<file path="config.mk">
export PLATFORM = sky130hd
export DESIGN_NAME = fetch_sequencer
export DESIGN_NICKNAME = d
export VERILOG_FILES = /design/src/rtl/fetch_sequencer.sv
export SDC_FILE = /design/constraint.sdc
export NUM_CORES = 1
export LEC_CHECK = 0
export CORE_ASPECT_RATIO = 0.75
export CORE_MARGIN = 2
export CORE_UTILIZATION = 48
export DETAILED_ROUTE_END_ITERATION = 8
export GPL_TIMING_DRIVEN = 0
export PLACE_DENSITY_LB_ADDON = 0.05
export SLEW_MARGIN = 15
export SYNTH_ARGS = -nofsm -noshare
export SYNTH_HDL_FRONTEND = slang
export SYNTH_SLANG_ARGS = --single-unit
</file>
<file path="constraint.sdc">
create_clock -name clk -period 3.2 [get_ports clk]
set_input_delay 0.48 -clock clk [delete_from_list [all_inputs] [get_ports clk]]
set_output_delay 0.48 -clock clk [all_outputs]
set_load 0.02 [all_outputs]
</file>
<file path="src/rtl/fetch_sequencer.sv">
// fetch_sequencer: owns the architectural PC and fetches one instruction at a
// time from instruction memory (req/gnt, variable-latency rvalid). It hands each
// instruction to decode over a valid/ready handshake. Redirects from execute
// replace the PC, and any fetch already in flight on the old path is discarded.
// A misaligned redirect target halts the sequencer until reset.

module fetch_sequencer #(
    parameter int               WIDTH    = 32,
    parameter logic [WIDTH-1:0] RESET_PC = '0
) (
    input  logic             clk,
    input  logic             rst,
    output logic             imem_req_o,
    output logic [WIDTH-1:0] imem_addr_o,
    input  logic             imem_gnt_i,
    input  logic             imem_rvalid_i,
    input  logic [31:0]      imem_rdata_i,
    output logic             if_valid_o,
    output logic [WIDTH-1:0] if_pc_o,
    output logic [31:0]      if_instr_o,
    input  logic             if_ready_i,
    input  logic             redirect_i,
    input  logic             redirect_sel_i,
    input  logic [WIDTH-1:0] redirect_base_i,
    input  logic [WIDTH-1:0] redirect_imm_i,
    input  logic [WIDTH-1:0] redirect_alu_i,
    output logic             misalign_o,
    output logic             halted_o
);

    typedef enum logic [1:0] {
        ST_REQ  = 2'd0,
        ST_WAIT = 2'd1,
        ST_HOLD = 2'd2,
        ST_HALT = 2'd3
    } state_t;

    // JALR targets have bit 0 forced low before use.
    localparam logic [WIDTH-1:0] JALR_MASK = ~(WIDTH'(1));

    state_t           state;
    logic [WIDTH-1:0] pc;
    logic [WIDTH-1:0] fetch_pc;
    logic             kill;
    logic             req_q;
    logic             valid_q;
    logic [WIDTH-1:0] if_pc_q;
    logic [31:0]      instr_q;
    logic             misalign_q;
    logic             halted_q;

    logic [WIDTH-1:0] target;
    logic [WIDTH-1:0] pc_plus4;
    logic             redirect_take;
    logic             target_misaligned;
    logic             gnt_take;

    // The redirect target is formed from the execute inputs, and the sequential PC is computed here.
    always_comb begin
        target            = redirect_sel_i ? (redirect_alu_i & JALR_MASK)
                                           : (redirect_base_i + redirect_imm_i);
        pc_plus4          = pc + WIDTH'(4);
        redirect_take     = redirect_i && (state != ST_HALT);
        target_misaligned = |target[1:0];
        gnt_take          = req_q && imem_gnt_i;
    end

    assign imem_req_o  = req_q;
    assign imem_addr_o = pc;
    assign if_valid_o  = valid_q;
    assign if_pc_o     = if_pc_q;
    assign if_instr_o  = instr_q;
    assign misalign_o  = misalign_q;
    assign halted_o    = halted_q;

    // Fetch FSM: redirects take priority. The request line is a register, so it
    // goes low for one cycle after reset and never rises in a handshake cycle.
    always_ff @(posedge clk) begin
        if (rst) begin
            state      <= ST_REQ;
            pc         <= RESET_PC;
            fetch_pc   <= '0;
            kill       <= 1'b0;
            req_q      <= 1'b0;
            valid_q    <= 1'b0;
            if_pc_q    <= '0;
            instr_q    <= '0;
            misalign_q <= 1'b0;
            halted_q   <= 1'b0;
        end else begin
            misalign_q <= 1'b0;
            if (redirect_take && target_misaligned) begin
                state      <= ST_HALT;
                req_q      <= 1'b0;
                valid_q    <= 1'b0;
                kill       <= 1'b0;
                misalign_q <= 1'b1;
                halted_q   <= 1'b1;
            end else if (redirect_take) begin
                pc <= target;
                case (state)
                    ST_REQ: begin
                        if (gnt_take) begin
                            fetch_pc <= pc;
                            req_q    <= 1'b0;
                            kill     <= 1'b1;
                            state    <= ST_WAIT;
                        end else begin
                            req_q <= 1'b1;
                        end
                    end
                    ST_WAIT: begin
                        if (imem_rvalid_i) begin
                            kill  <= 1'b0;
                            req_q <= 1'b1;
                            state <= ST_REQ;
                        end else begin
                            kill <= 1'b1;
                        end
                    end
                    ST_HOLD: begin
                        valid_q <= 1'b0;
                        req_q   <= 1'b1;
                        state   <= ST_REQ;
                    end
                    default: begin
                        state <= state;
                    end
                endcase
            end else begin
                case (state)
                    ST_REQ: begin
                        if (gnt_take) begin
                            fetch_pc <= pc;
                            pc       <= pc_plus4;
                            req_q    <= 1'b0;
                            state    <= ST_WAIT;
                        end else begin
                            req_q <= 1'b1;
                        end
                    end
                    ST_WAIT: begin
                        if (imem_rvalid_i) begin
                            if (kill) begin
                                kill  <= 1'b0;
                                req_q <= 1'b1;
                                state <= ST_REQ;
                            end else begin
                                if_pc_q <= fetch_pc;
                                instr_q <= imem_rdata_i;
                                valid_q <= 1'b1;
                                state   <= ST_HOLD;
                            end
                        end
                    end
                    ST_HOLD: begin
                        if (if_ready_i) begin
                            valid_q <= 1'b0;
                            req_q   <= 1'b1;
                            state   <= ST_REQ;
                        end
                    end
                    default: begin
                        req_q    <= 1'b0;
                        valid_q  <= 1'b0;
                        halted_q <= 1'b1;
                    end
                endcase
            end
        end
    end

endmodule

</file>
# == Yosys cells after proc, flatten, opt, wreduce, memory -nomap -nowiden ==
# Cells that the tools add are included.
# totals
out_inout_bits,100
rom_bits,0
regBits,135
n_memories,0
ramBits,0
inputBits,135
word_cells,89
latch_bits,0
# classes
n_bitwise,3
eq_ne,16
n_mux,37
n_reduce_logical,21
shift,0
n_lt_le_gt_ge,0
mul,0
n_div,0
add_sub_neg,2
# ops
op,n
two-way mux 32 bit,4
adder 32 x 3 -> 32 bit (second input constant),1
adder 32 bit,1
two-way mux 1 bit,20
inequality test 3 bit (second input constant),6
two-way mux 2 bit,7
case mux 2 bit (3 select lines),2
AND reduction 5 bit,2
nonzero test 2 bit,5
case mux 1 bit (3 select lines),3
AND reduction 3 bit,3
AND reduction 4 bit,2
inequality test 2 x 1 -> 1 bit (second input constant),3
inequality test 2 bit (second input constant),3
inequality test 4 x 1 -> 1 bit (second input constant),1
inequality test 4 bit (second input constant),1
nonzero test 4 bit,1
OR reduction 2 bit,2
logical AND 1 bit,3
NOT 1 bit,3
OR reduction 3 bit,1
== test 2 x 1 -> 1 bit (second input constant),1
== test 2 bit (second input constant),1
logical NOT 2 bit,1
other kinds (2),2

# == Logic depth before layout (Yosys ltp) ==
# depth
word_depth,6
depth_mapped,11
mapped_depth_nobuf,10

# == Worst setup path after synthesis ==
# Ideal clock, no wire load.
# synth_timing
kind,input-to-reg
from,in redirect_base_i[0]
to,reg pc[26] (netlist: imem_addr_o[26])
stages,10
t_arrival_ns,2.719
path_buffers,0
setup_slack_ns,0.385
path_cell_list,ha_1 fa_1 a21o_1 a21oi_1 o21ai_1 a21oi_2 o31ai_4 o311ai_4 mux2_4 o41ai_2
# synth_via
elab_chain_len,6
word_cells_on_any_way,7
classes_between,add/sub: 1; mux: 2; bitwise: 1; reduce/logical: 3
# synth_lines
item,line,source
"start, declared",24,"input logic [WIDTH-1:0] redirect_base_i,"
adder 32 bit *,61,: (redirect_base_i + redirect_imm_i);
two-way mux 32 bit *,60,target = redirect_sel_i ? (redirect_alu_i & JALR_MASK)
OR reduction 2 bit,64,target_misaligned = |target[1:0];
logical AND 1 bit,92,if (redirect_take && target_misaligned) begin
NOT 1 bit (no line),-,
AND reduction 3 bit (no line),-,
"end signal, assigned",100,pc <= target;
"end signal, assigned",135,pc <= pc_plus4;
"end, declared",42,logic [WIDTH-1:0] pc;
# Every way passes the cells marked *; elsewhere a longest branch is shown, timed or not.
# A chain may end at the register's enable or synchronous reset.

# == Final worst setup path ==
# Same ends and word-level chain as after synthesis.

==> summary.txt <==
Clock network
  – Root buffer cell: clkbuf_16
  – CTS Sinks: approximately 140
  – CTS tree: yes
  – H-tree levels: 4
  – Cts bufs inserted: 17
  – Worst-Skew Late Latency: between 400 and 500 ps
  – Reg clk slew, reported paths: roughly 70 ps
  – Hold-fix buffers, CTS: 0
  – CTS Buffer Depth: 2

Run
  – Max Cap Violations: 0

Routing
  – Final wirelength: approximately 26000 um
  – Post-route DRC violation count: 0
  – First-pass iteration count of the detailed router: 5
  – Avg Vias per Cell: around 5.7
  – DR vias: 8557
  – DRT iter0 DRCs: 840
  – Antenna-violating nets left: 0
  – Routed length per instance: roughly 17 um

Global routing
  – First-pass GRT wire length: between 30000 and 40000 um
  – Pin count of the biggest net entering global routing: 17
  – Vias in the first global route: 7684
  – Antenna violations before repair: 0
  – GRT Overall Usage: 0.295
  – Remaining Overflow, GRT: 0

Final layout
  – Commonest non-fill, non-tap cell in the layout: nand2_1
  – Share of cells above drive strength 1: 0.0545
  – Final Util: 0.685
  – Synth-to-Final Area Change: 41.1%
  – Commonest non-fill, non-tap cells in the layout: nand2_1 (246), clkdlybuf4s50_1 (233), a21oi_1 (159), dfxtp_1 (135), nor2_1 (61)
  – Number of diodes: 0
  – Layout Nets: around 1400

Die
  – Die X: between 150 and 200 um
  – Initial Util: 0.486
  – Die Height: around 110 um
  – Num rows: 40
  – CORE AREA: around 16000 um^2
  – I/O pins: approximately 240
  – Die ar.: between 15000 and 20000 um^2

STA
  – Final setup vio count: 0
  – Endpoints failing hold: 0
  – Max-slew violations: 0
  – Post-route clock period utilization: 0.957
  – Max Freq: ~0.33 GHz
  – WHS: approximately 450 ps
  – Clock skew: about 8.1 ps
  – Relative slew margins: 0.460
  – Final Critical Period: roughly 3000 ps
  – Worst-Margin Slew: slightly above 800 ps

Synthesis
  – Synth area leaders: dfxtp_1 (35%), nand2_1 (12%), a21oi_1 (10%)
  – Average cell area after synthesis: about 7.6 um^2
  – Mapped cell area: 7700 um^2
  – Ys async rst share: 0
  – Netlist cell types: between 70 and 80
  – #FFs+latches synth: between 100 and 150
  – Post-synth top area share: 0.351
  – Synth Flop Type: dfxtp_1
  – Yosys warning total: 0
  – Synth Net Count: about 1200
  – Register area share after synthesis: 0.351
  – Largest area contributor in the netlist: dfxtp_1
  – Cells after synthesis: around 1000
  – EDFF count, synth: 0

Placement
  – Hpwl dp: 19500 um
  – I/O Buffers: roughly 230
  – GP Congestion: about 0.95

Min path
  – Worst min path class: reg2reg

Pwr
  – PwrDens: about 450 nW/um^2
  – Peak VDD IR: approximately 0.00044 V
  – Leakage: 3.88 nW

Setup path
  – CP startpoint kind: primary input
  – Critical-path maximum fanout: 4
  – Crit. End Element: flip-flop
  – Classification of the worst setup path: in2reg
  – Required time worst endpoint: around 3500 ps
  – CP Data Arrival Time: around 3400 ps

Status
  – Status: finished, final reports clean
[synthesized netlist by cell type (all sizes together) (9+ instances only)]
cell,n
nand2,246
a21oi,161
dfxtp,135
nor2,64
clkbuf,49
o21ai,46
ha,37
nand3,27
nor3,24
a21o,20
xnor2,15
a211oi,14
inv,14
a31oi,12
and3,10
nand2b,10
buf,9
mux2i,9
o211ai,9
[per-stage QoR]
step           total power, mW  worst slack, ps  setup TNS, ps  instance area [um^2]  std cells
6_report                  4.84              137              0                 10900       1495
5_1_grt                   5.04            -28.6          -28.6                 10900       1495
4_1_cts                   4.83             77.4              0                 10900       1495
3_5_place_dp              2.98             -435          -8670                 10300       1463
3_3_place_gp              2.97             -467          -7800                 10300       1463
2_1_floorplan             2.51              385              0                  7700       1020
[what timing repair did]
| item | in CTS | in global routing |
|---|---|---|
| setup endpoints to repair | 2 | 7 |
| setup buffers | 0 | 0 |
| gates resized for setup | 1 | 6 |
[critical path, cell delays in order]
cell and delay [ps]:
clkdlybuf4s50_1 400, ha_1 240, fa_1 420, a21o_1 190, a21oi_1 290, o21ai_1 200, a21oi_4 260, o31ai_4 140
o311ai_4 240, mux2_4 330, o41ai_2 190
[cell type report]
cell class	instances	area [um^2]
plain buffers	58	229
clock buffers	17	425
clock inverters	15	133
fillers	1366	4990
inverters	15	56.3
multi-input cells	812	4730
flip-flops and latches	135	2700
well taps	210	263
repair buffers	233	2330
[sequential cells by signal (all words and copies together), names as in the netlist, 2 cells and up]
register / count
fetch_pc: 32
if_instr_o: 32
if_pc_o: 32
imem_addr_o: 32
state: 2
[power by group]
| part | switching (mW) | internal (mW) |
|---|---|---|
| Clock | 0.840 | 1.02 |
| Combinational | 0.654 | 0.512 |
| Sequential | 0.0736 | 1.74 |
[layer usage]
layer / GRT usage / vias to the layer above / routed length [um]
met5: 0 / - / 0
met4: 0.0774 / 0 / 320
met3: 0.0652 / 29 / 2430
met2: 0.447 / 399 / 11200
met1: 0.423 / 3994 / 11600
li1: - / 4135 / -
[logic make-up after synthesis]
group | share of synthesized area
compound gates | 0.266
xor+xnor | 0.0239
fa+ha+maj | 0.0627
buf+inv | 0.0367
flops | 0.351
mux | 0.0136
simple gates | 0.247
[final timing paths]
check	start	endpoint	slack [ps]	depth (start not counted)
hold / removal	fetch_pc[23]	if_pc_o[23]	450	2
hold reg to reg	fetch_pc[23]	if_pc_o[23]	450	2
setup reg to reg	state[0]	imem_addr_o[13]	340	9
setup / recovery	redirect_base_i[0]	imem_addr_o[26]	140	11
(Power assumes the default switching activity.)
